--- src/rtl/contador_bcd_9999.sv ---
// Four-digit BCD up/down counter (0000-9999) with tick prescaler, synchronous clear and
// parallel load; digit outputs feed the seven-segment decoders directly.
module contador_bcd_9999 #(
  parameter int unsigned DIV = 50000000,
  parameter int unsigned CW  = 26
) (
  input  logic        clk,
  input  logic        rst_n,
  input  logic        en,
  input  logic        up_dn,
  input  logic        clr,
  input  logic        load,
  input  logic [15:0] load_val,
  output logic [3:0]  Z0,
  output logic [3:0]  Z1,
  output logic [3:0]  Z2,
  output logic [3:0]  Z3,
  output logic        tick,
  output logic        wrap,
  output logic        load_err
);

  localparam logic [CW-1:0] PreMax = CW'(DIV - 1);

  logic [3:0][3:0] dig_q, dig_d, dig_step;
  logic [CW-1:0]   pre_q, pre_d, pre_inc;
  logic            tick_q, tick_d;
  logic            wrap_q, wrap_d;
  logic            err_q, err_d;
  logic            tick_due;
  logic            load_ok;
  logic [4:0]      ripple;

  assign tick_due = en && (pre_q == PreMax);
  assign pre_inc  = (pre_q == PreMax) ? '0 : pre_q + CW'(1);

  always_comb begin
    load_ok = 1'b1;
    for (int i = 0; i < 4; i++) begin
      if (load_val[4*i +: 4] > 4'd9) load_ok = 1'b0;
    end
  end

  // Carry/borrow ripples through all digits combinationally so one edge applies the full step.
  always_comb begin
    ripple[0] = 1'b1;
    for (int i = 0; i < 4; i++) begin
      dig_step[i]  = dig_q[i];
      ripple[i+1]  = 1'b0;
      if (ripple[i]) begin
        if (up_dn) begin
          if (dig_q[i] == 4'd9) begin
            dig_step[i] = 4'd0;
            ripple[i+1] = 1'b1;
          end else begin
            dig_step[i] = dig_q[i] + 4'd1;
          end
        end else begin
          if (dig_q[i] == 4'd0) begin
            dig_step[i] = 4'd9;
            ripple[i+1] = 1'b1;
          end else begin
            dig_step[i] = dig_q[i] - 4'd1;
          end
        end
      end
    end
  end

  always_comb begin
    dig_d  = dig_q;
    pre_d  = pre_q;
    tick_d = 1'b0;
    wrap_d = 1'b0;
    err_d  = 1'b0;
    if (clr) begin
      dig_d = '0;
      pre_d = '0;
    end else if (load && load_ok) begin
      dig_d = load_val;
      pre_d = '0;
    end else begin
      if (en) pre_d = pre_inc;
      // A rejected load swallows any tick due this cycle.
      if (load) begin
        err_d = 1'b1;
      end else if (tick_due) begin
        dig_d  = dig_step;
        tick_d = 1'b1;
        wrap_d = ripple[4];
      end
    end
  end

  always_ff @(posedge clk or negedge rst_n) begin
    if (!rst_n) begin
      dig_q  <= '0;
      pre_q  <= '0;
      tick_q <= 1'b0;
      wrap_q <= 1'b0;
      err_q  <= 1'b0;
    end else begin
      dig_q  <= dig_d;
      pre_q  <= pre_d;
      tick_q <= tick_d;
      wrap_q <= wrap_d;
      err_q  <= err_d;
    end
  end

  assign Z0       = dig_q[0];
  assign Z1       = dig_q[1];
  assign Z2       = dig_q[2];
  assign Z3       = dig_q[3];
  assign tick     = tick_q;
  assign wrap     = wrap_q;
  assign load_err = err_q;

endmodule
--- config.mk ---
export PLATFORM = sky130hd
export DESIGN_NAME = contador_bcd_9999
export DESIGN_NICKNAME = d
export VERILOG_FILES = /design/src/rtl/contador_bcd_9999.sv
export SDC_FILE = /design/constraint.sdc
export NUM_CORES = 1
export LEC_CHECK = 0
export ABC_AREA = 1
export BUFFER_PORTS_ARGS = -buffer_cell sky130_fd_sc_hd__buf_2
export CAP_MARGIN = 20
export CELL_PAD_IN_SITES_DETAIL_PLACEMENT = 0
export CELL_PAD_IN_SITES_GLOBAL_PLACEMENT = 2
export CORE_MARGIN = 5
export CORE_UTILIZATION = 33
export CTS_CLUSTER_DIAMETER = 100
export DETAILED_ROUTE_END_ITERATION = 16
export MAX_ROUTING_LAYER = met4
export PLACE_DENSITY_LB_ADDON = 0.1
export SLEW_MARGIN = 0
export SYNTH_ARGS = -nofsm -noshare
export SYNTH_HDL_FRONTEND = slang
export SYNTH_SLANG_ARGS = --single-unit
--- constraint.sdc ---
create_clock -name clk -period 1.96 [get_ports clk]
set_clock_uncertainty 0.1 [all_clocks]
set_input_delay 0.098 -clock clk [delete_from_list [all_inputs] [get_ports clk]]
set_output_delay 0.098 -clock clk [all_outputs]
set_load 0.005 [all_outputs]
Word level (Yosys, flattened, before mapping)
Index checks and enable logic that the tools add are counted.
{"block": "totals", "regBits": 45, "out_inout_bits": 19, "wordCells": 95}
{"block": "classes", "add_sub_neg": 9, "n_lt_le_gt_ge": 4, "n_eq_ne": 6, "mux": 53, "reduce_logical": 15}
{"op": "two-way mux 26 bit", "count": 4}
{"op": "two-way mux 16 bit", "count": 4}
{"op": "two-way mux 4 bit", "count": 15}
{"op": "two-way mux 1 bit", "count": 30}
{"op": "adder 26 x 1 -> 26 bit, second input constant", "count": 1}
{"op": "equality test 26 bit, second input constant", "count": 1}
{"op": "adder 4 x 1 -> 4 bit, second input constant", "count": 4}
{"op": "equality test 4 bit, second input constant", "count": 4}
{"op": "> comparator 4 bit, second input constant", "count": 4}
{"op": "logical NOT 4 bit", "count": 4}
{"op": "subtractor 4 x 1 -> 4 bit, second input constant", "count": 4}
{"op": "nonzero test 3 bit", "count": 5}
{"op": "AND reduction 3 bit", "count": 3}
{"op": "!= test 3 x 2 -> 1 bit, second input constant", "count": 1}
{"op": "logical AND 1 bit", "count": 2}
{"op": "AND reduction 2 bit", "count": 1}

Logic depth before layout (Yosys ltp)
Gate-level depths: netlist (run 1).
{"block": "depth", "word_depth": 10, "ltp_mapped": 12, "mapped_depth_nobuf": 12}

Worst setup path before layout (run 1)
Ideal clock, no wire load.
{"block": "synth_path", "path_kind": "register to register", "start": "register pre_q[0]", "end": "register dig_q (netlist bit Z3[0])", "setup_ns": 0.117, "t_arrival_ns": 1.432, "path_slack_ns": 0.312, "stages_incl_launch_ff": 9, "n_path_buf": 0, "period_less_slack_ns": 1.648, "path_cell_list": "dfrtp_1 > ha_1 > nand2_2 > nor2_8 > nand3_4 > nor3_2 > nand3_2 > nand3_1 > nand2_1"}
{"block": "synth_via", "elab_chain_cells": 4}
{"item": "start, declared", "line_no": "26", "source": "logic [CW-1:0] pre_q, pre_d, pre_inc;"}
{"item": "start signal, assigned", "line_no": "104", "source": "pre_q <= pre_d;"}
{"item": "equality test 26 bit", "line_no": "34", "source": "assign tick_due = en && (pre_q == PreMax);"}
{"item": "logical AND 1 bit", "line_no": "34"}
{"item": "nonzero test 3 bit (no source line)"}
{"item": "AND reduction 3 bit (no source line)"}
{"item": "end signal, assigned", "line_no": "103", "source": "dig_q <= dig_d;"}
{"item": "end, declared", "line_no": "25", "source": "logic [3:0][3:0] dig_q, dig_d, dig_step;"}
Every way passes these cells.
A chain may end at the register's enable or synchronous reset.

Worst setup path after layout (run 1)
{"block": "layout_path", "start": "register pre_q[0]", "end": "register pre_q[9]"}
{"block": "layout_via", "elab_chain_cells": 5, "word_cells_on_any_way": 6, "classes_between": "add/sub (1); eq/ne (1); mux (4)"}
{"item": "adder 26 x 1 -> 26 bit or equality test 26 bit (tied branches)", "line_no": "35", "source": "assign pre_inc = (pre_q == PreMax) ? '0 : pre_q + CW'(1);"}
{"item": "two-way mux 26 bit *", "line_no": "35"}
{"item": "two-way mux 26 bit *", "line_no": "83", "source": "if (en) pre_d = pre_inc;"}
{"item": "two-way mux 26 bit *", "line_no": "79", "source": "end else if (load && load_ok) begin"}
{"item": "two-way mux 26 bit *", "line_no": "76", "source": "if (clr) begin"}
Every way passes the cells marked *; elsewhere a longest branch is shown, timed or not. The select of a mux whose other input is x is not followed.

==> impl_metrics.tcl, run 1 <==
set metrics [dict create \
    outcome "completed" \
    setup_viol 0 \
    clk_pin_slew_ns 0.08 \
    slew_viol_final 0 \
    dr_total_vias 3881 \
    drt-total-wl_um 11990 \
    num_rows 39 \
    grt_setup_unrepaired "true" \
    holdCritStartpoint "load_val[3]" \
    cp_data_required_time_ns 2.09 \
    ys.warnings.count 0 \
    dieArea_um2 14100 \
    cts_tree "built" \
    syn_area_um2 3901 \
    htreeDepth 2 \
    die-height_um 118.7 \
    initial_utilization_pct 33.88 \
    grt_overflow_total 0 \
    finalPower_w 0.003302 \
    finalCriticalPeriod_ns 1.841 \
    clock.fmax_mhz 543.1 \
    synth-main-ff-cell "dfrtp_1" \
    wl_per_cell_um 15.09 \
    cp-start-kind "register" \
    crit_type "reg -> reg" \
    io_pins 41 \
    endpoint_kind "register" \
    utilization_pct 40.81 \
    antenna_found_initial 0 \
    ys_seq_elements 45 \
    core_area_um2 11520 \
    r2r_start "pre_q[0]$_DFFE_PN0P_" \
    path_cells "ha_1 -> nand2_2 -> nor2_8 -> nand3_4 -> nor3_4 -> nor2_2 -> o21ai_0 -> nor2_1" \
    hold_class "in -> reg" \
    grt_pass1_wl_um 20070 \
    grt_usage_pct 18.02 \
    cap_violations 0 \
    clock_latency_ns 0.30 \
    fp.dieW_um 118.7 \
    drive_gt1_share_pct 21.97 \
    slew_headroom_pct 62.97 \
    synth_edf_count 0 \
    synthArstFlopShare_pct 100.0 \
    cp_top_family "simple AND/OR/NAND/NOR gates" \
    antenna_left 0 \
    viasPerCell 4.888 \
    post-dp-hpwl_um 9529 \
    cp.buffers_inverters 0 \
    peakVddDrop_mv 0.3260 \
    worstPathMaxFanout 7 \
    num-fill-cells 1249 \
    gp_congestion 0.8408 \
    num_antenna_cells 0 \
    drc 0 \
    synth_nets 616 \
    fin_nets 685 \
    fin_crit_sh_pct 93.95 \
    synth_seq_area_share_pct 28.86 \
    worst_hold_slack_ns 0.04611 \
    root_buffer "clkbuf_16" \
    preCtsSetupSlack_ns 0.07314 \
    critPathMaxStageDelay_ns 0.41 \
    crit_slowest_cell "dfrtp_1" \
    cts_buffers 5 \
    syn-mean-instance-area_um2 6.715 \
    crit_start "pre_q[0]$_DFFE_PN0P_" \
    p_leak_nw 2.376 \
    final_hold_viol_count 0 \
    syn_inst 581 \
    cts.sinks 45 \
    firstDrtPassIters 4 \
    grt_start_max_net_pins 28 \
    portBuffers 40 \
    clockBufferDepth 2 \
    cp.arrival_ns 1.98 \
    area_growth_syn_to_layout_pct 20.46 \
    grt_pass1_vias 4012 \
    drt_iter0_markers 227 \
    powerDensity_nw_per_um2 702.5 \
    fin_ws_ns 0.1186 \
    worst_pin_slew_ns 0.5554 \
    ys_types 38 \
]
[worst register-to-register path: stages, from the launching register on]
cell	delay [ns]
dfrtp_1	0.41
ha_1	0.24
nand2_2	0.18
nor2_8	0.07
nand3_4	0.10
nor3_4	0.07
nor2_2	0.31
o21ai_0	0.17
nor2_1	0.13
[layout by cell type, fill, tap and decap left out, types with 3 or more instances in the layout]
cell / Yosys / final
a21oi_1: 18 / 18
buf_2: 6 / 40
buf_4: 2 / 36
clkbuf_16: 0 / 5
dfrtp_1: 45 / 44
ha_1: 13 / 13
inv_1: 59 / 59
inv_2: 8 / 8
nand2_1: 154 / 153
nand2_2: 13 / 13
nand2_4: 2 / 3
nand3_1: 67 / 67
nand3_2: 4 / 4
nand4_1: 15 / 15
nand4_4: 3 / 3
nor2_1: 71 / 70
nor2_2: 7 / 8
nor2_4: 8 / 8
nor3_1: 4 / 4
o21ai_0: 25 / 25
o21ai_1: 17 / 17
xnor2_1: 4 / 4
xor2_1: 9 / 9
[layout make-up]
type / count / area, um2 / area share [%]
clock buffer: 5 / 125.1 / 2.662
tap: 143 / 178.9 / 3.807
timing repair buffer: 80 / 530.5 / 11.29
inverter: 67 / 251.5 / 5.351
clock inverter: 3 / 68.82 / 1.464
sequential: 45 / 1127 / 23.99
multi-input combinational: 451 / 2417 / 51.44
[cells in the mapped netlist (2+ instances only)]
cell type  number  area (um2)
nand2_1       154       578.1
nand2_4         2       22.52
nor2_4          8       90.09
nand2_2        13       81.33
nor2_1         71       266.5
o21bai_1        2       15.01
nor3_1          4       20.02
buf_4           2       15.01
nand3b_1        2       15.01
buf_2           6       30.03
nor2_8          2       40.04
xor2_1          9       78.83
nand3_2         4       40.04
nand4_4         3       63.81
inv_2           8       30.03
nor3_2          3       30.03
nand3_1        67       335.3
xnor2_1         4       35.03
dfrtp_1        45        1126
clkbuf_2        2       10.01
nor2_2          7       43.79
nand4_1        15       93.84
buf_6           5       56.30
a21oi_1        18       90.09
inv_1          59       221.5
ha_1           13       162.7
clkbuf_1        2       7.510
o21ai_1        17       85.08
o21ai_0        25       125.1
[registers in the layout, summed over array words and instances (netlist names)]
name and cells:
tick 1, Z2 4, Z0 4, wrap 1, Z3 4, Z1 4, pre_q 26, load_err 1
[path summary, 6_finish.rpt]
kind                       slack [ns]                    end  cells after the start
min reg2reg                      0.43   pre_q[1]$_DFFE_PN0P_                      2
min                              0.05      Z0[3]$_DFFE_PN0P_                      5
max                              0.12   pre_q[9]$_DFFE_PN0P_                      8
min in group asynchronous        0.21  pre_q[19]$_DFFE_PN0P_                      2
max in group asynchronous        0.98      Z1[0]$_DFFE_PN0P_                      3
max reg2reg                      0.12   pre_q[9]$_DFFE_PN0P_                      8
[power breakdown]
part / total, W / leakage, nW / internal (W) / switching (W)
logic: 0.00104 / 1.67 / 0.000434 / 0.000609
clock network: 0.00116 / 0.0944 / 0.000737 / 0.000420
registers: 0.00110 / 0.609 / 0.00101 / 0.0000921
[routing by layer]
layer | global-route usage [%] | routed length (um)
met1 | 22.69 | 5647
met5 | - | 0
met4 | 4.562 | 198
met2 | 30.66 | 5844
met3 | 2.340 | 294
[metrics by stage]
stage	setup TNS (ns)	area [um2]	instances
detailed placement	0	4461	783
global placement	0	4461	783
CTS	0	4674	793
finish	0	4700	794
global route	-0.02264	4700	794
floorplan	0	3901	581
[repair_timing]
| action | 4_1_cts | 5_1_grt |
|---|---|---|
| hold buffers | 2 | 0 |
| buffers inserted | 0 | 1 |
| resized for setup | 0 | 5 |
| endpoints found under the hold margin | 21 | 0 |
| setup endpoints to repair | 0 | 22 |
[cells by family (layout without fill, tap and decap cells)]
| group | count (synthesis) | in the layout | share of synthesized area (%) |
|---|---|---|---|
| buffers and inverters | 85 | 155 | 9.589 |
| DFF | 45 | 45 | 28.86 |
| and+or+nand+nor | 358 | 358 | 45.19 |
| adders and majority gates | 13 | 13 | 4.169 |
| xor gates and xnor gates | 13 | 13 | 2.919 |
| AOI/OAI and AO/OA | 67 | 67 | 9.269 |
No activity file was read; power rests on OpenSTA's default activity.
==> run 2: changes to the inputs <==
--- a/config.mk
+++ b/config.mk
@@ -10,8 +10,9 @@
 export CAP_MARGIN = 20
 export CELL_PAD_IN_SITES_DETAIL_PLACEMENT = 0
 export CELL_PAD_IN_SITES_GLOBAL_PLACEMENT = 2
-export CORE_MARGIN = 5
-export CORE_UTILIZATION = 33
+export CORE_MARGIN = 3
+export CORE_UTILIZATION = 34
+export CTS_BUF_LIST = sky130_fd_sc_hd__clkbuf_4
 export CTS_CLUSTER_DIAMETER = 100
 export DETAILED_ROUTE_END_ITERATION = 16
 export MAX_ROUTING_LAYER = met4
==> run 2 against run 1 <==
  * Flip-flop and latch count unchanged
  * Via count increased by 0.62%
  * Critical endpoint is now Z3[3]$_DFFE_PN0P_
  * Sequential share of layout area up 0.15 points
  * Hold slack lost 0.033 ns
  * Maximum frequency up 1.0%
  * Setup slack gained 0.018 ns
  * Critical path type unchanged
  * Global-route usage increased by 1.5 points
  * Count of clock-buffer cells in the layout did not move
  * Combinational power hardly changed
  * Routed wire length shrank 1.4%
  * Sequential power hardly changed
==> impl_metrics.tcl, run 2 (same netlist as run 1, synthesis figures left out) <==
set metrics [dict create \
    final_cell_mix "nand2_1, nor2_1, nand3_1" \
    hold_class "in -> reg" \
    p_leak_nw 2.350 \
    largest-register "pre_q" \
    combPwrFrac_pct 38.2 \
    rrSetupSlack_ns 0.14 \
    antenna_left 0 \
    portBuffers 40 \
    cts_buffers 5 \
    io_pins 41 \
    holdCritStartpoint "load_val[4]" \
    initial_utilization_pct 35.37 \
    fin_crit_sh_pct 93.01 \
    largest_reg_flops 26 \
    cp_top_family "simple AND/OR/NAND/NOR gates" \
    placed_cell_area_um2 4379 \
    grt_start_max_net_pins 24 \
    hold_depth 5 \
    cp.arrival_ns 1.99 \
    path_cells "inv_1 -> ha_1 -> nand3_1 -> nand2_1 -> nand2_1 -> nor2_2 -> nand3_2 -> nand3_1 -> nand2_1" \
    grt_overflow_total 0 \
    post-dp-hpwl_um 9267 \
    cts.sinks 45 \
    gp_congestion 0.8433 \
    grt_pass1_vias 3942 \
    drive_gt1_share_pct 22.07 \
    fin_ws_ns 0.1370 \
    cp_data_required_time_ns 2.12 \
    wl_per_cell_um 14.83 \
    switching_share_pct 37.68 \
    crit_slowest_cell "dfrtp_1" \
    clk_pin_slew_ns 0.13 \
    p_clk_share_pct 21.5 \
    preCtsSetupSlack_ns 0.01355 \
    cts_tree "built" \
    drc 0 \
    crit_type "reg -> reg" \
    final_common_cell "nand2_1" \
    grt_pass1_wl_um 19500 \
    min_to "Z1[0]$_DFFE_PN0P_" \
    root_buffer "clkbuf_4" \
    finalCriticalPeriod_ns 1.823 \
    clockBufferDepth 2 \
    num-fill-cells 1194 \
    timing.critical_path.mode_cell "nand2_1" \
    layout.area.seq_um2 1127 \
    grt_setup_unrepaired "false" \
    dieArea_um2 12800 \
    multi_input_area_um2 2445 \
    slew_viol_final 0 \
    fp.dieW_um 113.1 \
    critPathMaxStageDelay_ns 0.48 \
    p_int_w 0.001715 \
    power_frac_seq_pct 40.2 \
    peakVddDrop_mv 0.3365 \
    fin_nets 692 \
    antenna_found_initial 0 \
    htreeDepth 2 \
    outcome "completed" \
    die-height_um 113.1 \
    core_area_um2 11030 \
    setup_viol 0 \
    grt_usage_pct 19.51 \
    r2r_start "Z2[0]$_DFFE_PN0P_" \
    num_rows 38 \
    worst_pin_slew_ns 0.5198 \
    num_antenna_cells 0 \
    dr_total_vias 3905 \
    switching_power_w 0.001037 \
    firstDrtPassIters 4 \
    viasPerCell 4.900 \
    reg2reg_depth 9 \
    clock_latency_ns 0.37 \
    rr_endpoint "Z3[3]$_DFFE_PN0P_" \
    cap_violations 0 \
    cp.buffers_inverters 1 \
    clock.fmax_mhz 548.6 \
    area_growth_syn_to_layout_pct 19.69 \
    endpoint_kind "register" \
    drt-total-wl_um 11820 \
    tns_ns 0 \
    final_cell_area_um2 4669 \
    worstPathMaxFanout 7 \
    drt_iter0_markers 165 \
    slew_headroom_pct 65.35 \
    final_hold_viol_count 0 \
    powerDensity_nw_per_um2 589.2 \
    cp-start-kind "register" \
]
==> run 2: cell count changes in the layout (fill, tap and decap cells not counted), sizes merged <==
cell         previous run  this run
clkinvlp                0         1
clkinv                  0         1
buf                    78        77
dlygate4sd3             2        10
bufinv                  2         1
inv                    68        66
==> run 2: final cells by class <==
type	instances	share of cell area, %
multi-input cells	451	52.36
flip-flops and latches	45	24.14
repair buffers	87	12.73
inverters	67	5.466
well taps	140	3.751
clock buffers	5	0.8039
clock inverters	2	0.7503
==> run 2: per-layer routing <==
layer	up-vias	GRT usage, %	part of all wire, %
met5	-	-	0
met4	0	6.090	2.1
met3	14	2.246	1.6
met2	55	34.91	52
met1	1811	22.84	44
li1	2025	-	-
==> run 2: how the worst max path moves through the flow <==
stage | startpoint | endpoint | slack [ns] | cells after the start
5_1_grt | Z0[1]$_DFFE_PN0P_ | Z3[0]$_DFFE_PN0P_ | 0.002 | 9
6_report | Z2[0]$_DFFE_PN0P_ | Z3[3]$_DFFE_PN0P_ | 0.14 | 9
4_1_cts | pre_q[0]$_DFFE_PN0P_ | Z3[0]$_DFFE_PN0P_ | 0.04 | 8
3_3_place_gp | pre_q[0]$_DFFE_PN0P_ | pre_q[22]$_DFFE_PN0P_ | 0.04 | 8
2_1_floorplan | pre_q[0]$_DFFE_PN0P_ | Z3[0]$_DFFE_PN0P_ | 0.31 | 8
3_5_place_dp | pre_q[0]$_DFFE_PN0P_ | pre_q[20]$_DFFE_PN0P_ | 0.01 | 8
==> run 2: stage by stage <==
stage	utilization [%]	power [W]	instances	hold slack, ns
floorplan	-	0.001770	581	-0.2976
global placement	39.70	0.002108	773	-0.003059
detailed placement	39.70	0.002111	773	0.005687
CTS	41.39	0.002727	790	0.005363
global route	42.33	0.002963	797	0.03325
finish	42.33	0.002751	797	0.01290
==> run 2: worst reg2reg max path, stage by stage, from the launching register on <==
cell,delay [ns]
dfrtp_1,0.48
inv_1,0.15
ha_1,0.21
nand3_1,0.10
nand2_1,0.13
nand2_1,0.11
nor2_2,0.17
nand3_2,0.13
nand3_1,0.11
nand2_1,0.05
==> run 2: what timing repair did <==
action / in CTS / in global routing
setup endpoints to repair: 3 / 30
pin swaps: 0 / 4
hold buffers: 10 / 0
hold endpoints to repair: 29 / 0
setup buffers: 0 / 7
resized for setup: 3 / 11
==> run 2: power groups by stage <==
stage | registers (W) | clock network [W] | logic (W)
after floorplan | 0.00112 | 0 | 0.000648
final | 0.00111 | 0.000592 | 0.00105
after detailed placement | 0.00113 | 0 | 0.000985
after global placement | 0.00113 | 0 | 0.000978
after CTS | 0.00111 | 0.000611 | 0.00100
after global routing | 0.00112 | 0.000647 | 0.00119
==> run 3: changes to the inputs <==
--- a/config.mk
+++ b/config.mk
@@ -10,13 +10,14 @@
 export CAP_MARGIN = 20
 export CELL_PAD_IN_SITES_DETAIL_PLACEMENT = 0
 export CELL_PAD_IN_SITES_GLOBAL_PLACEMENT = 2
-export CORE_MARGIN = 3
+export CORE_MARGIN = 5
 export CORE_UTILIZATION = 34
 export CTS_BUF_LIST = sky130_fd_sc_hd__clkbuf_4
 export CTS_CLUSTER_DIAMETER = 100
 export DETAILED_ROUTE_END_ITERATION = 16
 export MAX_ROUTING_LAYER = met4
 export PLACE_DENSITY_LB_ADDON = 0.1
+export REMOVE_ABC_BUFFERS = 1
 export SLEW_MARGIN = 0
 export SYNTH_ARGS = -nofsm -noshare
 export SYNTH_HDL_FRONTEND = slang
==> run 3 against run 2 <==
  * Power is 2.8% lower
  * Core utilization is 0.41 points lower
  * First-iteration DRC count is 32% higher
  * Non-clock buffer count is 9 higher
  * Critical path type unchanged
  * Critical endpoint is now pre_q[20]$_DFFE_PN0P_
==> impl_metrics.tcl, run 3 (same netlist as run 1, synthesis figures left out) <==
set metrics [dict create \
    outcome "completed" \
    cp_top_family "simple AND/OR/NAND/NOR gates" \
    finalPower_w 0.002675 \
    worst_pin_slew_ns 0.6388 \
    setup_viol 0 \
    timing.critical_path.mode_cell "nor2_8" \
    clockBufferDepth 2 \
    clock.fmax_mhz 536.4 \
    cp_data_required_time_ns 2.13 \
    endpoint_kind "register" \
    tns_ns 0 \
    cts.sinks 45 \
    post-dp-hpwl_um 9538 \
    die-height_um 117.1 \
    clk_pin_slew_ns 0.15 \
    critPathMaxStageDelay_ns 0.41 \
    dr_total_vias 4001 \
    slew_headroom_pct 57.41 \
    drive_gt1_share_pct 21.44 \
    grt_pass1_wl_um 20310 \
    grt_pass1_vias 3916 \
    cts_tree "built" \
    fin_crit_sh_pct 95.12 \
    gp_congestion 0.9097 \
    cp-start-kind "register" \
    worstPathMaxFanout 5 \
    cts_buffers 5 \
    p_leak_nw 2.378 \
    grt_overflow_total 0 \
    grt_start_max_net_pins 24 \
    initial_utilization_pct 34.46 \
    peakVddDrop_mv 0.2587 \
    cp.arrival_ns 2.03 \
    final_cell_mix "nand2_1, nor2_1, nand3_1" \
    num_rows 39 \
    crit_type "reg -> reg" \
    drt_iter0_markers 217 \
    largest-register "pre_q" \
    fp.dieW_um 117.1 \
    area_growth_syn_to_layout_pct 21.65 \
    viasPerCell 4.940 \
    powerDensity_nw_per_um2 563.6 \
    cp.buffers_inverters 0 \
    hold_class "in -> reg" \
    final_hold_viol_count 0 \
    crit_slowest_cell "dfrtp_1" \
    htreeDepth 2 \
    grt_usage_pct 19.61 \
    dieArea_um2 13720 \
    clock_latency_ns 0.40 \
    drt-total-wl_um 12190 \
    antenna_left 0 \
    finalCriticalPeriod_ns 1.864 \
    firstDrtPassIters 5 \
    drc 0 \
    root_buffer "clkbuf_4" \
    antenna_found_initial 0 \
    fin_nets 701 \
    rrSetupSlack_ns 0.1 \
    slew_viol_final 0 \
    wl_per_cell_um 15.05 \
    path_cells "ha_2 -> nand2_2 -> nor2_8 -> nand3_4 -> nor2_8 -> nor2_4 -> nand2_1 -> o21ai_0" \
    io_pins 41 \
    cap_violations 0 \
    largest_reg_flops 26 \
    num_antenna_cells 0 \
    portBuffers 40 \
    core_area_um2 11320 \
    final_common_cell "nand2_1" \
]
run 3: metrics by stage:
step	util (%)	hold slack [ns]	std cells	cell area (um2)	setup WS, ns
2_1_floorplan	-	-0.2976	563	3779	0.2392
3_5_place_dp	39.14	0.05416	779	4431	0.1075
4_1_cts	41.39	0.01472	807	4686	0.06005
6_report	41.92	0.04668	810	4746	0.09564
3_3_place_gp	39.14	0.04970	779	4431	0.1093
5_1_grt	41.92	0.04644	810	4746	-0.006050
run 3: tightest hold or removal path, delay by kind of cell:
kind / cells / cell delay (ns)
simple gates: 5 / 0.30
buf+inv: 1 / 0.13
run 3: layout make-up:
cell class / count / area (um2)
fill: 1227 / 6575
multi-input combinational: 451 / 2420
sequential: 45 / 1127
timing repair buffer: 96 / 708.2
inverter: 67 / 256.5
tap: 143 / 178.9
clock buffer: 6 / 45.04
clock inverter: 2 / 10.01
run 3: final timing paths:
kind	start	cells past startpoint	to
worst max-delay path	pre_q[1]$_DFFE_PN0P_	8	pre_q[20]$_DFFE_PN0P_
worst min-delay path	up_dn	6	Z0[3]$_DFFE_PN0P_
worst max register to register	pre_q[1]$_DFFE_PN0P_	8	pre_q[20]$_DFFE_PN0P_
worst min register to register	pre_q[1]$_DFFE_PN0P_	2	pre_q[1]$_DFFE_PN0P_
max in group asynchronous	rst_n	3	pre_q[16]$_DFFE_PN0P_
min in group asynchronous	rst_n	2	Z3[2]$_DFFE_PN0P_
run 3: metal layers:
metal	track usage, %	wire, um
met1	25.51	5765
met2	31.44	5740
met3	3.290	455
met4	5.810	226
met5	-	0
run 3: what timing repair did:
item,CTS,global route
hold buffers,20,0
buffers inserted,0,3
gates resized for setup,0,8
hold endpoints to repair,47,0
setup endpoints to repair,0,18
run 3: power by group:
part           switching [W]  internal, W  total (W)
combinational       0.000615     0.000460    0.00107
clock               0.000355     0.000151   0.000506
sequential         0.0000851      0.00101    0.00109
total                0.00105      0.00162    0.00267
